### config.mk
export PLATFORM = sky130hd
export DESIGN_NAME = stim_trace_recorder
export DESIGN_NICKNAME = d
export VERILOG_FILES = /design/src/rtl/stim_trace_recorder_pkg.sv /design/src/rtl/stim_trace_recorder_trace_ram.sv /design/src/rtl/stim_trace_recorder.sv
export SDC_FILE = /design/constraint.sdc
export NUM_CORES = 1
export LEC_CHECK = 0
export CORE_MARGIN = 3
export CORE_UTILIZATION = 25
export CTS_CLUSTER_SIZE = 28
export DETAILED_ROUTE_END_ITERATION = 8
export GPL_TIMING_DRIVEN = 0
export PLACE_DENSITY_LB_ADDON = 0.08
export RECOVER_POWER = 100
export SYNTH_ARGS = -nofsm -noshare
export SYNTH_HDL_FRONTEND = slang
export SYNTH_SLANG_ARGS = --single-unit
export TNS_END_PERCENT = 100
### constraint.sdc
create_clock -name clock -period 2.3 [get_ports clock]
set_input_delay 0.23 -clock clock [delete_from_list [all_inputs] [get_ports clock]]
set_output_delay 0.23 -clock clock [all_outputs]
set_load 0.01 [all_outputs]
### src/rtl/stim_trace_recorder_pkg.sv
// rtl/stim_trace_recorder_pkg.sv - shared types and word layout for the stimulus trace recorder
package stim_trace_recorder_pkg;

  localparam int DEPTH_DEFAULT = 64;

  localparam int OBS_BIT = 7;
  localparam int STB_BIT = 6;
  localparam int X_MSB   = 5;
  localparam int X_LSB   = 0;

  typedef enum logic [1:0] {
    ST_IDLE    = 2'd0,
    ST_ARMED   = 2'd1,
    ST_CAPTURE = 2'd2,
    ST_DRAIN   = 2'd3
  } state_e;

  function automatic logic [7:0] pack_word(input logic obs, input logic stb, input logic [5:0] x);
    logic [7:0] w;
    w                = '0;
    w[OBS_BIT]       = obs;
    w[STB_BIT]       = stb;
    w[X_MSB:X_LSB]   = x;
    return w;
  endfunction

endpackage

### src/rtl/stim_trace_recorder_trace_ram.sv
// rtl/stim_trace_recorder_trace_ram.sv - 1-write/1-read synchronous capture RAM
module stim_trace_recorder_trace_ram
  import stim_trace_recorder_pkg::*;
#(
  parameter int DEPTH = DEPTH_DEFAULT,
  localparam int AW   = $clog2(DEPTH)
) (
  input  logic          clk_i,
  input  logic          rst_ni,
  input  logic          we_i,
  input  logic [AW-1:0] waddr_i,
  input  logic [7:0]    wdata_i,
  input  logic          re_i,
  input  logic [AW-1:0] raddr_i,
  output logic [7:0]    rdata_o
);

  logic [7:0] mem_q [DEPTH];
  logic [7:0] rdata_q;

  always_ff @(posedge clk_i) begin
    if (we_i) mem_q[waddr_i] <= wdata_i;
  end

  // Only the read register is reset; array contents stay undefined.
  always_ff @(posedge clk_i or negedge rst_ni) begin
    if (!rst_ni)   rdata_q <= '0;
    else if (re_i) rdata_q <= mem_q[raddr_i];
  end

  assign rdata_o = rdata_q;

endmodule

### src/rtl/stim_trace_recorder.sv
// rtl/stim_trace_recorder.sv - arm/trigger/capture/drain recorder of monitored stimulus words
module stim_trace_recorder
  import stim_trace_recorder_pkg::*;
#(
  parameter int DEPTH = DEPTH_DEFAULT,
  localparam int AW   = $clog2(DEPTH)
) (
  input  logic        clock,
  input  logic        reset,
  input  logic        arm,
  input  logic        stop,
  input  logic        mon_obs,
  input  logic        mon_stb,
  input  logic [5:0]  mon_x,
  input  logic        rd_ready,
  output logic        rd_valid,
  output logic [7:0]  rd_data,
  output logic [1:0]  state,
  output logic [AW:0] count,
  output logic        overflow
);

  localparam logic [AW:0]   FULL_CNT = (AW+1)'(DEPTH);
  localparam logic [AW:0]   ONE_C    = (AW+1)'(1);
  localparam logic [AW-1:0] ONE_P    = (AW)'(1);

  logic [1:0]    rst_sync_q;
  logic          rst_n;
  state_e        state_q;
  logic [AW:0]   count_q;
  logic          overflow_q;
  logic          rd_valid_q;
  logic [AW-1:0] wr_ptr_q;
  logic [AW-1:0] rd_ptr_q;
  logic [AW-1:0] rd_ptr_d;
  logic [7:0]    word;
  logic          we;
  logic          re;
  logic          xfer;
  logic          last_word;
  logic          full_now;

  // Assertion passes straight through; release waits two clock edges.
  always_ff @(posedge clock or negedge reset) begin
    if (!reset) rst_sync_q <= 2'b00;
    else        rst_sync_q <= {rst_sync_q[0], 1'b1};
  end
  assign rst_n = rst_sync_q[1];

  assign word      = pack_word(mon_obs, mon_stb, mon_x);
  assign xfer      = rd_valid_q & rd_ready;
  assign last_word = (({1'b0, rd_ptr_q} + ONE_C) == count_q);
  assign full_now  = (state_q == ST_CAPTURE) && ((count_q + ONE_C) == FULL_CNT);
  assign we        = ((state_q == ST_ARMED) && mon_stb && !stop) || (state_q == ST_CAPTURE);
  assign re        = (state_q == ST_CAPTURE) || (state_q == ST_DRAIN);

  // The RAM reads the address that will be current next cycle, so rd_data
  // already holds buffer[rd_ptr] on the first DRAIN cycle and after each transfer.
  always_comb begin
    rd_ptr_d = rd_ptr_q;
    if (xfer && !last_word) rd_ptr_d = rd_ptr_q + ONE_P;
  end

  always_ff @(posedge clock or negedge rst_n) begin
    if (!rst_n) begin
      state_q    <= ST_IDLE;
      count_q    <= '0;
      overflow_q <= 1'b0;
      rd_valid_q <= 1'b0;
      wr_ptr_q   <= '0;
      rd_ptr_q   <= '0;
    end else begin
      rd_ptr_q <= rd_ptr_d;
      case (state_q)
        ST_IDLE: begin
          if (arm) begin
            state_q    <= ST_ARMED;
            count_q    <= '0;
            overflow_q <= 1'b0;
            wr_ptr_q   <= '0;
            rd_ptr_q   <= '0;
          end
        end
        ST_ARMED: begin
          if (stop) begin
            state_q <= ST_IDLE;
          end else if (mon_stb) begin
            state_q  <= ST_CAPTURE;
            wr_ptr_q <= ONE_P;
            count_q  <= ONE_C;
          end
        end
        ST_CAPTURE: begin
          count_q <= count_q + ONE_C;
          if (full_now) begin
            overflow_q <= 1'b1;
            state_q    <= ST_DRAIN;
            rd_valid_q <= 1'b1;
          end else begin
            wr_ptr_q <= wr_ptr_q + ONE_P;
            if (stop) begin
              state_q    <= ST_DRAIN;
              rd_valid_q <= 1'b1;
            end
          end
        end
        ST_DRAIN: begin
          if (xfer && last_word) begin
            state_q    <= ST_IDLE;
            rd_valid_q <= 1'b0;
          end
        end
        default: state_q <= ST_IDLE;
      endcase
    end
  end

  stim_trace_recorder_trace_ram #(
    .DEPTH(DEPTH)
  ) u_trace_ram (
    .clk_i  (clock),
    .rst_ni (rst_n),
    .we_i   (we),
    .waddr_i(wr_ptr_q),
    .wdata_i(word),
    .re_i   (re),
    .raddr_i(rd_ptr_d),
    .rdata_o(rd_data)
  );

  assign state    = state_q;
  assign count    = count_q;
  assign overflow = overflow_q;
  assign rd_valid = rd_valid_q;

endmodule
==> results.yml <==
floorplan:
  placementRows: 107
  die_w_um: 301.3
  die_h_um: 301.3
  die-area_um2: 90760
  io-pin-count: 32
  core_area_um2: 85820
  initial_core_util: 0.2540
job:
  cap_violations: 5
final_layout:
  drive_above_1_share: 0.3790
  nNetsFinal: 1736
  final_util: 0.3537
  multi_input_area_um2: 7323
  regArea_um2: 16210
  n_fill_cell: 8141
  fin_cells: 2910
  synthToLayoutAreaGrowth_pct: 39.27
outcome:
  status: "finished, violations left"
  violations: "max-capacitance violations, max-slew violations, negative setup slack"
route:
  wire_per_inst_um: 27.28
  vias: 14614
  remaining_drc_errors: 0
  drt-total-wl_um: 79370
  drt_iter0_drc: 1099
  vias_per_cell: 5.022
  dr.pass1.iters: 5
  ant_nets: 0
clock_network:
  clock-sinks: 545
  cts_buffers: 68
  clock_path_buffers: 3
  cts_root_buf: "clkbuf_16"
  clk_pin_slew_worst_paths_ns: 0.06
  h-tree-depth: 3
  clock_latency_ns: 0.62
  cts_tree: "built"
logic_synthesis:
  synth_compound_area_frac: 0.1421
  ys_ff_latch: 545
  synthMuxAreaShare: 0.02061
  syn_nets: 1484
  ys.flop_type: "edfxtp_1"
  synth_top_area_share: 0.7054
  yosysTopAreaCell: "edfxtp_1"
  synth_edf_count: 512
  ys_seq_area_frac: 0.7433
  synth.area.top_cells: "edfxtp_1 71%, o22ai_1 5.3%, dfrtp_1 3.8%"
  synth_top_family_by_area: "compound AO/OA/AOI/OAI gates"
  yosysMostFrequentCell: "edfxtp_1"
  synth_adder_area_share: 0.005741
  ys_async_sr_fraction: 0.06055
  synth_xor_area_frac: 0.005626
  yosys_warnings: 0
  netlist_instances: 1461
  synthSimpleGateAreaFrac: 0.06125
  syn_area_per_cell_um2: 14.92
  synth.cell_area_um2: 21790
  ys_types: 58
  synth_common_cells: "512 x edfxtp_1, 186 x o22ai_1, 113 x nor2_1"
power_and_ir_drop:
  seqPwrFrac: 0.332
  powerDensity_nw_per_um2: 1122
  p_leak_nw: 9.483
  ir_drop_v: 0.0005955
  clkPwrFrac: 0.300
  swShare: 0.3408
  combPwrFrac: 0.368
  p_sw_mw: 11.60
  p_int_mw: 22.45
timing:
  fmax_mhz: 282.3
  setup_ws_ns: -1.242
  clock_skew_ns: 0.01919
  fin_crit_sh: 1.540
  finalSetupViolCount: 534
  period_needed_ns: 3.542
  report.final.slew_viol_count: 328
  worst_slew_pin_slew_ns: 1.846
  tns_ns: -167.17
  hold_violations: 0
  relSlewSlack: -0.2306
  rsz0062_at_grt: "yes"
setup_path:
  critPathLaunchType: "flip-flop"
  worst_setup_path_end_kind: "flip-flop"
  worstSetupPathType: "flip-flop to flip-flop"
  crit_family: "compound AO/OA/AOI/OAI gates"
  crit_slowest_cell: "dfrtp_2"
  crit_buf_inv: 6
  r2r_slack_ns: -1.24
  arrival_ns: 4.01
  worstPathRequired_ns: 2.77
  path_max_fanout: 10
  cp_cell_sequence: "ha_2, clkbuf_8, xor2_2, o2111ai_2, o2111ai_4, o21a_1, buf_6, mux2i_4, buf_12, buf_8, buf_12, buf_8, o221ai_1, o22ai_2, a22oi_2, a31oi_1"
  critPathMaxStageDelay_ns: 0.43
global_routing:
  overflow: 0
  antenna_found_initial: 0
  grt_max_degree: 68
  grt_pass1_wl_um: 112400
  grt_usage: 0.1743
  grt_pass1_vias: 15021
placement:
  io_buffers: 31
  finalWeightedCongestion: 0.8307
  hpwl_um: 50880
  post-place-cells: 2640
  place_ws_ns: -2.601
min_path:
  min-delay-path-class: "flip-flop to flip-flop"
==> layout by cell type, fill, tap and decap left out, drive strengths merged, types with 8 or more instances in the layout <==
cell type	n
dfrtp	33
nor2	113
and3	10
mux2i	8
edfxtp	512
o22ai	186
clkinv	32
nand2b	13
a31oi	9
a21oi	17
buf	187
inv	13
mux2	29
nand2	36
o22a	9
nor3	68
nand3	14
dlygate4sd3	20
or3	8
xnor2	8
o221ai	91
o21ai	94
ha	10
clkbuf	148
==> what timing repair did <==
action / CTS / global route
buffers inserted: 128 / 19
pin swaps: 124 / 33
hold buffers: 1 / 0
gates cloned: 7 / 3
hold endpoints to repair: 2 / 0
resized for setup: 562 / 50
setup endpoints to repair: 535 / 361
==> layer usage <==
layer  part of all wire  vias up  track usage
li1                   -     6492            -
met2               0.47      362       0.2791
met3              0.044       99      0.02599
met4              0.021        0      0.05043
met1               0.47     7661       0.2449
met5                  0        -            0
==> through the flow <==
| step | total power [mW] | cell area (um2) | hold slack, ns |
|---|---|---|---|
| after global routing | 35.53 | 30350 | 0.3632 |
| final | 34.05 | 30350 | 0.3511 |
| after CTS | 34.10 | 30080 | 0.1035 |
| after floorplan | 16.18 | 22070 | -0.06559 |
| after global placement | 19.93 | 23820 | 0.3438 |
| after detailed placement | 19.93 | 23880 | 0.3395 |
==> worst paths after layout <==
kind / cells after the start / start / endpoint
min in group asynchronous: 2 / reset / rst_sync_q[1]
min reg2reg: 0 / rst_sync_q[0] / rst_sync_q[1]
max reg2reg: 16 / rd_ptr_q[1] / u_trace_ram.rdata_o[1]
max: 16 / rd_ptr_q[1] / u_trace_ram.rdata_o[1]
max in group asynchronous: 0 / rst_sync_q[1] / rd_ptr_q[4]
min: 0 / rst_sync_q[0] / rst_sync_q[1]
==> sequential cells by signal, summed over array words and instances, names as in the netlist, named ones only <==
signal               flops
u_trace_ram.mem_q      512
state                    1
rd_ptr_q                 6
wr_ptr_q                 6
count                    7
u_trace_ram.rdata_o      8
rd_valid                 1
rst_sync_q               2
overflow                 1
==> area by class of cell <==
class / instances / area share
Antenna cell: 1 / 0.00008244
Inverter: 12 / 0.001566
Tap cell: 1144 / 0.04716
Sequential cell: 545 / 0.5340
Clock buffer: 84 / 0.06014
Timing Repair Buffer: 189 / 0.07173
Multi-Input combinational cell: 807 / 0.2413
Buffer: 90 / 0.03475
Clock inverter: 38 / 0.009275
==> power groups by stage <==
stage / registers (mW) / logic, mW / clock network [mW]
2_1_floorplan: 11.4 / 4.78 / 0
3_3_place_gp: 11.5 / 8.41 / 0
3_5_place_dp: 11.5 / 8.43 / 0
4_1_cts: 11.3 / 12.3 / 10.5
5_1_grt: 11.3 / 13.3 / 10.9
6_report: 11.3 / 12.5 / 10.2
==> logic make-up (layout without fill, tap and decap cells) <==
kind of cell | after synthesis | count (layout)
compound gates | 457 | 457
xor+xnor | 14 | 14
fa+ha+maj | 10 | 10
buf+inv | 109 | 413
flops | 545 | 545
mux | 38 | 38
other cells | 1 | 2
simple gates | 287 | 287
No activity file was read; power rests on OpenSTA's default activity.
